`src/rtl/temporal_pkg.sv`:
```
// Shared types for the temporal encoder: FSM state encoding and the no-spike value convention.
package temporal_pkg;

   typedef enum logic {
      IDLE = 1'b0,
      RUN  = 1'b1
   } state_e;

   // Any channel value at or above the gamma length means "this channel does not fire".
   function automatic logic is_no_spike(input int unsigned value, input int unsigned gamma_len);
      return value >= gamma_len;
   endfunction

endpackage

```
`src/rtl/temporal_encoder_if.sv`:
```
// Valid/ready vector input channel of the temporal encoder.
interface temporal_encoder_if #(
   parameter int unsigned NUM_CH = 4,
   parameter int unsigned VAL_W  = 5
);
   logic                    in_valid;
   logic                    in_ready;
   logic [NUM_CH*VAL_W-1:0] in_value;

   modport master (output in_valid, output in_value, input  in_ready);
   modport slave  (input  in_valid, input  in_value, output in_ready);
endinterface

```
`src/rtl/temporal_spike_gen.sv`:
```
// One temporal channel: registers the pulse bit for the upcoming gamma position.
module temporal_spike_gen
   import temporal_pkg::*;
#(
   parameter int unsigned GAMMA_CYCLE_WIDTH = 16,
   parameter int unsigned PULSE_WIDTH       = 8,
   parameter int unsigned CNT_W             = $clog2(GAMMA_CYCLE_WIDTH),
   parameter int unsigned VAL_W             = CNT_W + 1
) (
   input  logic             aclk,
   input  logic             grst_n,
   input  logic             run,
   input  logic [VAL_W-1:0] value,
   input  logic [CNT_W-1:0] cnt,
   output logic             spike
);

   localparam int unsigned SUM_W = VAL_W + 1;

   logic [SUM_W-1:0] cnt_ext;
   logic [SUM_W-1:0] start_ext;
   logic [SUM_W-1:0] end_ext;
   logic             hit_c;

   // Window [value, value+PULSE_WIDTH); the count never reaches the gamma length, so clipping is implicit.
   always_comb begin
      cnt_ext   = SUM_W'(cnt);
      start_ext = SUM_W'(value);
      end_ext   = start_ext + SUM_W'(PULSE_WIDTH);
      hit_c     = run
                  && !is_no_spike(32'(value), GAMMA_CYCLE_WIDTH)
                  && (start_ext <= cnt_ext)
                  && (cnt_ext < end_ext);
   end

   always_ff @(posedge aclk) begin
      if (!grst_n) begin
         spike <= 1'b0;
      end else begin
         spike <= hit_c;
      end
   end

endmodule

```
`src/rtl/temporal_encoder.sv`:
```
// Binary-to-temporal encoder: stages input vectors and replays them as timed pulses per gamma cycle.
module temporal_encoder
   import temporal_pkg::*;
#(
   parameter int unsigned NUM_CH            = 4,
   parameter int unsigned GAMMA_CYCLE_WIDTH = 16,
   parameter int unsigned PULSE_WIDTH       = 8
) (
   input  logic                                 aclk,
   input  logic                                 grst_n,
   input  logic                                 enable,
   temporal_encoder_if.slave                    in_if,
   output logic                                 gamma_set,
   output logic [$clog2(GAMMA_CYCLE_WIDTH)-1:0] gamma_cnt,
   output logic [NUM_CH-1:0]                    spike_out,
   output logic                                 underrun,
   output logic                                 busy
);

   localparam int unsigned      CNT_W    = $clog2(GAMMA_CYCLE_WIDTH);
   localparam int unsigned      VAL_W    = CNT_W + 1;
   localparam int unsigned      VEC_W    = NUM_CH * VAL_W;
   localparam logic [CNT_W-1:0] LAST_CNT = CNT_W'(GAMMA_CYCLE_WIDTH - 1);
   localparam logic [VAL_W-1:0] NO_SPIKE = VAL_W'(GAMMA_CYCLE_WIDTH);

   state_e             state;
   state_e             state_nxt;
   logic [CNT_W-1:0]   cnt_nxt;
   logic [VEC_W-1:0]   stage;
   logic [VEC_W-1:0]   stage_nxt;
   logic [VEC_W-1:0]   active;
   logic [VEC_W-1:0]   active_nxt;
   logic               stage_full;
   logic               stage_full_nxt;
   logic               in_ready_q;
   logic               underrun_nxt;
   logic               xfer_c;
   logic               run_nxt_c;

   assign xfer_c         = in_if.in_valid && in_ready_q;
   assign in_if.in_ready = in_ready_q;
   assign run_nxt_c      = (state_nxt == RUN);

   // Next state: gamma sequencing plus stage/active hand-off at gamma boundaries.
   always_comb begin
      state_nxt      = state;
      cnt_nxt        = gamma_cnt;
      stage_nxt      = stage;
      stage_full_nxt = stage_full;
      active_nxt     = active;
      underrun_nxt   = 1'b0;

      case (state)
         IDLE: begin
            cnt_nxt = '0;
            if (enable && stage_full) begin
               state_nxt      = RUN;
               active_nxt     = stage;
               stage_full_nxt = 1'b0;
            end
         end
         RUN: begin
            if (gamma_cnt == LAST_CNT) begin
               cnt_nxt = '0;
               if (!enable) begin
                  state_nxt = IDLE;
               end else if (stage_full) begin
                  active_nxt     = stage;
                  stage_full_nxt = 1'b0;
               end else begin
                  active_nxt   = {NUM_CH{NO_SPIKE}};
                  underrun_nxt = 1'b1;
               end
            end else begin
               cnt_nxt = gamma_cnt + CNT_W'(1);
            end
         end
         default: state_nxt = IDLE;
      endcase

      // A vector taken on a wrap edge lands in the stage; it never bypasses into active.
      if (xfer_c) begin
         stage_nxt      = in_if.in_value;
         stage_full_nxt = 1'b1;
      end
   end

   always_ff @(posedge aclk) begin
      if (!grst_n) begin
         state      <= IDLE;
         gamma_cnt  <= '0;
         stage      <= '0;
         stage_full <= 1'b0;
         active     <= {NUM_CH{NO_SPIKE}};
         in_ready_q <= 1'b1;
         gamma_set  <= 1'b0;
         underrun   <= 1'b0;
         busy       <= 1'b0;
      end else begin
         state      <= state_nxt;
         gamma_cnt  <= cnt_nxt;
         stage      <= stage_nxt;
         stage_full <= stage_full_nxt;
         active     <= active_nxt;
         in_ready_q <= !stage_full_nxt;
         gamma_set  <= run_nxt_c && (cnt_nxt == '0);
         underrun   <= underrun_nxt;
         busy       <= run_nxt_c;
      end
   end

   for (genvar i = 0; i < NUM_CH; i++) begin : g_ch
      temporal_spike_gen #(
         .GAMMA_CYCLE_WIDTH (GAMMA_CYCLE_WIDTH),
         .PULSE_WIDTH       (PULSE_WIDTH),
         .CNT_W             (CNT_W),
         .VAL_W             (VAL_W)
      ) u_spike_gen (
         .aclk   (aclk),
         .grst_n (grst_n),
         .run    (run_nxt_c),
         .value  (active_nxt[i*VAL_W +: VAL_W]),
         .cnt    (cnt_nxt),
         .spike  (spike_out[i])
      );
   end

endmodule

```
`src/flat_wrapper.sv`:
```
// flat-port wrapper written by rule: the top's interface ports become plain ports
module temporal_encoder_flat import temporal_pkg::*;
#(
   parameter int unsigned NUM_CH            = 4,
   parameter int unsigned GAMMA_CYCLE_WIDTH = 16,
   parameter int unsigned PULSE_WIDTH       = 8
)
  (aclk, grst_n, enable, gamma_set, gamma_cnt, spike_out, underrun, busy, in_if_in_valid, in_if_in_value, in_if_in_ready);
  temporal_encoder_if #(.NUM_CH(NUM_CH), .VAL_W(5)) in_if_i ();
  input  logic aclk;
  input  logic grst_n;
  input  logic enable;
  output logic gamma_set;
  output logic [$clog2(GAMMA_CYCLE_WIDTH)-1:0] gamma_cnt;
  output logic [NUM_CH-1:0] spike_out;
  output logic underrun;
  output logic busy;
  input wire logic [$bits(in_if_i.in_valid)-1:0] in_if_in_valid;
  input wire logic [$bits(in_if_i.in_value)-1:0] in_if_in_value;
  output wire logic [$bits(in_if_i.in_ready)-1:0] in_if_in_ready;
  assign in_if_i.in_valid = in_if_in_valid;
  assign in_if_i.in_value = in_if_in_value;
  assign in_if_in_ready = in_if_i.in_ready;
  temporal_encoder #(.NUM_CH(NUM_CH), .GAMMA_CYCLE_WIDTH(GAMMA_CYCLE_WIDTH), .PULSE_WIDTH(PULSE_WIDTH)) u_core (.aclk(aclk), .grst_n(grst_n), .enable(enable), .in_if(in_if_i), .gamma_set(gamma_set), .gamma_cnt(gamma_cnt), .spike_out(spike_out), .underrun(underrun), .busy(busy));
endmodule
```
`config.mk`:
```
export PLATFORM = sky130hd
export DESIGN_NAME = temporal_encoder_flat
export DESIGN_NICKNAME = d
export VERILOG_FILES = /design/src/rtl/temporal_pkg.sv /design/src/rtl/temporal_encoder_if.sv /design/src/rtl/temporal_spike_gen.sv /design/src/rtl/temporal_encoder.sv /design/src/flat_wrapper.sv
export SDC_FILE = /design/constraint.sdc
export NUM_CORES = 1
export LEC_CHECK = 0
export CORE_ASPECT_RATIO = 2
export CORE_MARGIN = 3
export CORE_UTILIZATION = 51
export DETAILED_ROUTE_END_ITERATION = 8
export GPL_ROUTABILITY_DRIVEN = 0
export GPL_TIMING_DRIVEN = 1
export HOLD_SLACK_MARGIN = 0.08
export PLACE_DENSITY = 0.76
export SLEW_MARGIN = 25
export SYNTH_ARGS = -nofsm -noshare
export SYNTH_HDL_FRONTEND = slang
export SYNTH_HIERARCHICAL = 1
export SYNTH_SLANG_ARGS = --single-unit
```
`constraint.sdc`:
```
create_clock -name aclk -period 2.72 [get_ports aclk]
set_clock_uncertainty 0.05 [all_clocks]
set_input_delay 0.544 -clock aclk [delete_from_list [all_inputs] [get_ports aclk]]
set_output_delay 0.544 -clock aclk [all_outputs]
set_load 0.02 [all_outputs]
```
==> results_dict.tcl, run 1 <==
set metrics [dict create \
    synth_top_area_share_pct 33.5 \
    cts_made_buffers 5 \
    synth_flop_cell "dfxtp_1" \
    synthTopCellsByArea "dfxtp_1 34%, ha_1 13%, nand3_1 9.0%" \
    grtUsageTotal_pct 25.3 \
    dp_hpwl_um 6180 \
    hold_slack_ps 406 \
    synth_common_cells "57 x nand3_1, 53 x dfxtp_1, 43 x nand2_1" \
    rsz0062_at_grt "no" \
    ir_worst_vdd_mv 0.612 \
    wl_per_cell_um 16.5 \
    antennaDiodeCount 0 \
    drt_iter0_drc 141 \
    grt_pass1_vias 3247 \
    num_io_pins 36 \
    required_ps 2880 \
    ctsHoldBuffers 0 \
    p_leak_uw 0.00164 \
    slew_headroom_pct 57.4 \
    period_minus_slack_ps 2560 \
    ys_seq_area_share_pct 33.5 \
    arrival_ps 2730 \
    cts_max_path_buffers 2 \
    final.setup.tns_ps 0 \
    synth_top_area_cell "dfxtp_1" \
    postLayoutCoreUtil_pct 66.6 \
    antenna_found_initial 0 \
    drc 0 \
    cts.sinks 53 \
    synthCells 397 \
    cts_root_buf "clkbuf_16" \
    die_area_sq_mm 0.00724 \
    syn-cell-area_sq_mm 0.00316 \
    min_path_type "reg -> reg" \
    postSynthAreaPerCell_sq_um 7.97 \
    first_pass_iters 4 \
    netSwitchingPower_uw 483 \
    outcome "complete, no violations" \
    final_area_sq_mm 0.00400 \
    syn_nets 454 \
    switching_share_pct 27.0 \
    cap_viol_max_count 0 \
    initial_utilization_pct 52.7 \
    worstPathMaxFanout 20 \
    die_x_um 61.7 \
    synth_most_common_cell "nand3_1" \
    p_int_uw 1310 \
    core_area_sq_mm 0.00601 \
    clkTransAtPathRegs_ps 70 \
    critPathCaptureType "register" \
    insertion_delay_ps 290 \
    setup_viol 0 \
    synth_edf_count 0 \
    fin_crit_sh_pct 94.3 \
    drive_gt1_share_pct 13.7 \
    ys_ff_latch 53 \
    finalNetCount 509 \
    placed_area_sq_mm 0.00380 \
    rows 40 \
    port_buffers 35 \
    power_frac_comb_pct 18.0 \
    async_flop_share_pct 0 \
    worstMarginPinSlew_ps 637 \
    hold_viol 0 \
    grt_start_max_net_pins 24 \
    cts_tree "yes" \
    sequentialPowerShare_pct 46.8 \
    wl_um 8500 \
    report.final.slew_viol_count 0 \
    synth.distinct_cells 39 \
    yosys_warnings 6 \
    die_h_um 117 \
    power.total_uw 1790 \
    grt.overflow.total 0 \
    num_vias 3188 \
    path_class "reg -> reg" \
    clock.fmax_mhz 390 \
    synthToLayoutAreaGrowth_pct 26.4 \
    cts_max_level 2 \
    crit_path_start_kind "register" \
    p_clk_share_pct 35.1 \
    cts_setup_buffers 0 \
    cts_resized 0 \
    p_per_area_mw_per_mm2 448 \
    grt_pass1_wl_um 14300 \
    ant_nets 0 \
    via_per_inst 6.18 \
]
## power groups by stage
stage / Sequential [uW] / Combinational, uW / Clock (uW)
after floorplan: 848 / 180 / 0
after global placement: 852 / 305 / 0
after detailed placement: 854 / 315 / 0
after CTS: 836 / 316 / 641
after global routing: 841 / 358 / 666
final: 838 / 323 / 628
## path summary, 6_finish.rpt
check | from | depth (start not counted) | slack [ps] | to
worst max-delay path | u_core/state | 8 | 160 | u_core/g_ch[3].u_spike_gen/spike
worst max register to register | u_core/state | 8 | 160 | u_core/g_ch[3].u_spike_gen/spike
worst min register to register | u_core/stage[9] | 2 | 410 | u_core/stage[9]
worst min-delay path | u_core/stage[9] | 2 | 410 | u_core/stage[9]
## metrics by stage
stage | std cells | setup slack, ps
after floorplan | 397 | 170
after global placement | 508 | -156
after detailed placement | 508 | -195
after CTS | 516 | 10.1
after global routing | 516 | 20.3
final | 516 | 156
## state kept, by name, indices dropped and copies added (netlist names)
name,cells
u_core/active,20
u_core/g_ch.u_spike_gen/spike,4
u_core/gamma_cnt,4
u_core/gamma_set,1
u_core/in_if.in_ready,1
u_core/stage,20
u_core/stage_full,1
u_core/state,1
u_core/underrun,1
## layout by cell type (no fill, tap or decap), drive strengths merged, types with 6 or more instances in the layout
cell type and n:
a21oi 26, a31oi 20, a32oi 16, and3 10
buf 40, clkbuf 6, clkdlybuf4s50 34, dfxtp 53
ha 33, inv 39, nand2 43, nand2b 9
nand3 57, nor2 15
## cells by family (layout without fill, tap and decap cells)
| logic type | count (synthesis) | in the layout | synth area share, % |
|---|---|---|---|
| AOI/OAI and AO/OA | 84 | 84 | 18.3 |
| buffers and inverters | 66 | 122 | 9.14 |
| xor gates and xnor gates | 1 | 1 | 0.277 |
| DFF | 53 | 53 | 33.5 |
| adders and majority gates | 33 | 33 | 13.1 |
| and+or+nand+nor | 160 | 160 | 25.7 |
## metal layers
layer  track usage [%]  up-vias  wire (um)
met2              41.2      123       4640
li1                  -     1532          -
met5                 0        -          0
met4              14.9        0        263
met3              5.62       20        454
met1              28.3     1513       3140
## critical path, cell delays in order (launching register included)
cell and delay (ps):
dfxtp_1 590, nor2b_1 150, buf_12 180, a32oi_2 280, nand3_2 200, ha_4 330
nand3_1 110, or3b_1 390, a211oi_1 190
## area by class of cell
| class | instances | area (sq um) |
|---|---|---|
| clock buffer | 6 | 129 |
| clock inverter | 2 | 15.0 |
| fill | 516 | 2010 |
| inverter | 39 | 146 |
| multi-input combinational | 278 | 1860 |
| sequential | 53 | 1060 |
| tap | 63 | 78.8 |
| timing repair buffer | 75 | 703 |
(Power assumes the default switching activity.)
==> run 2, diff against run 1 <==
--- a/config.mk
+++ b/config.mk
@@ -5,6 +5,7 @@
 export SDC_FILE = /design/constraint.sdc
 export NUM_CORES = 1
 export LEC_CHECK = 0
+export CAP_MARGIN = 15
 export CORE_ASPECT_RATIO = 2
 export CORE_MARGIN = 3
 export CORE_UTILIZATION = 51
==> results of run 2 <==
No change in the layout: final DEF, timing and power equal those of run 1.
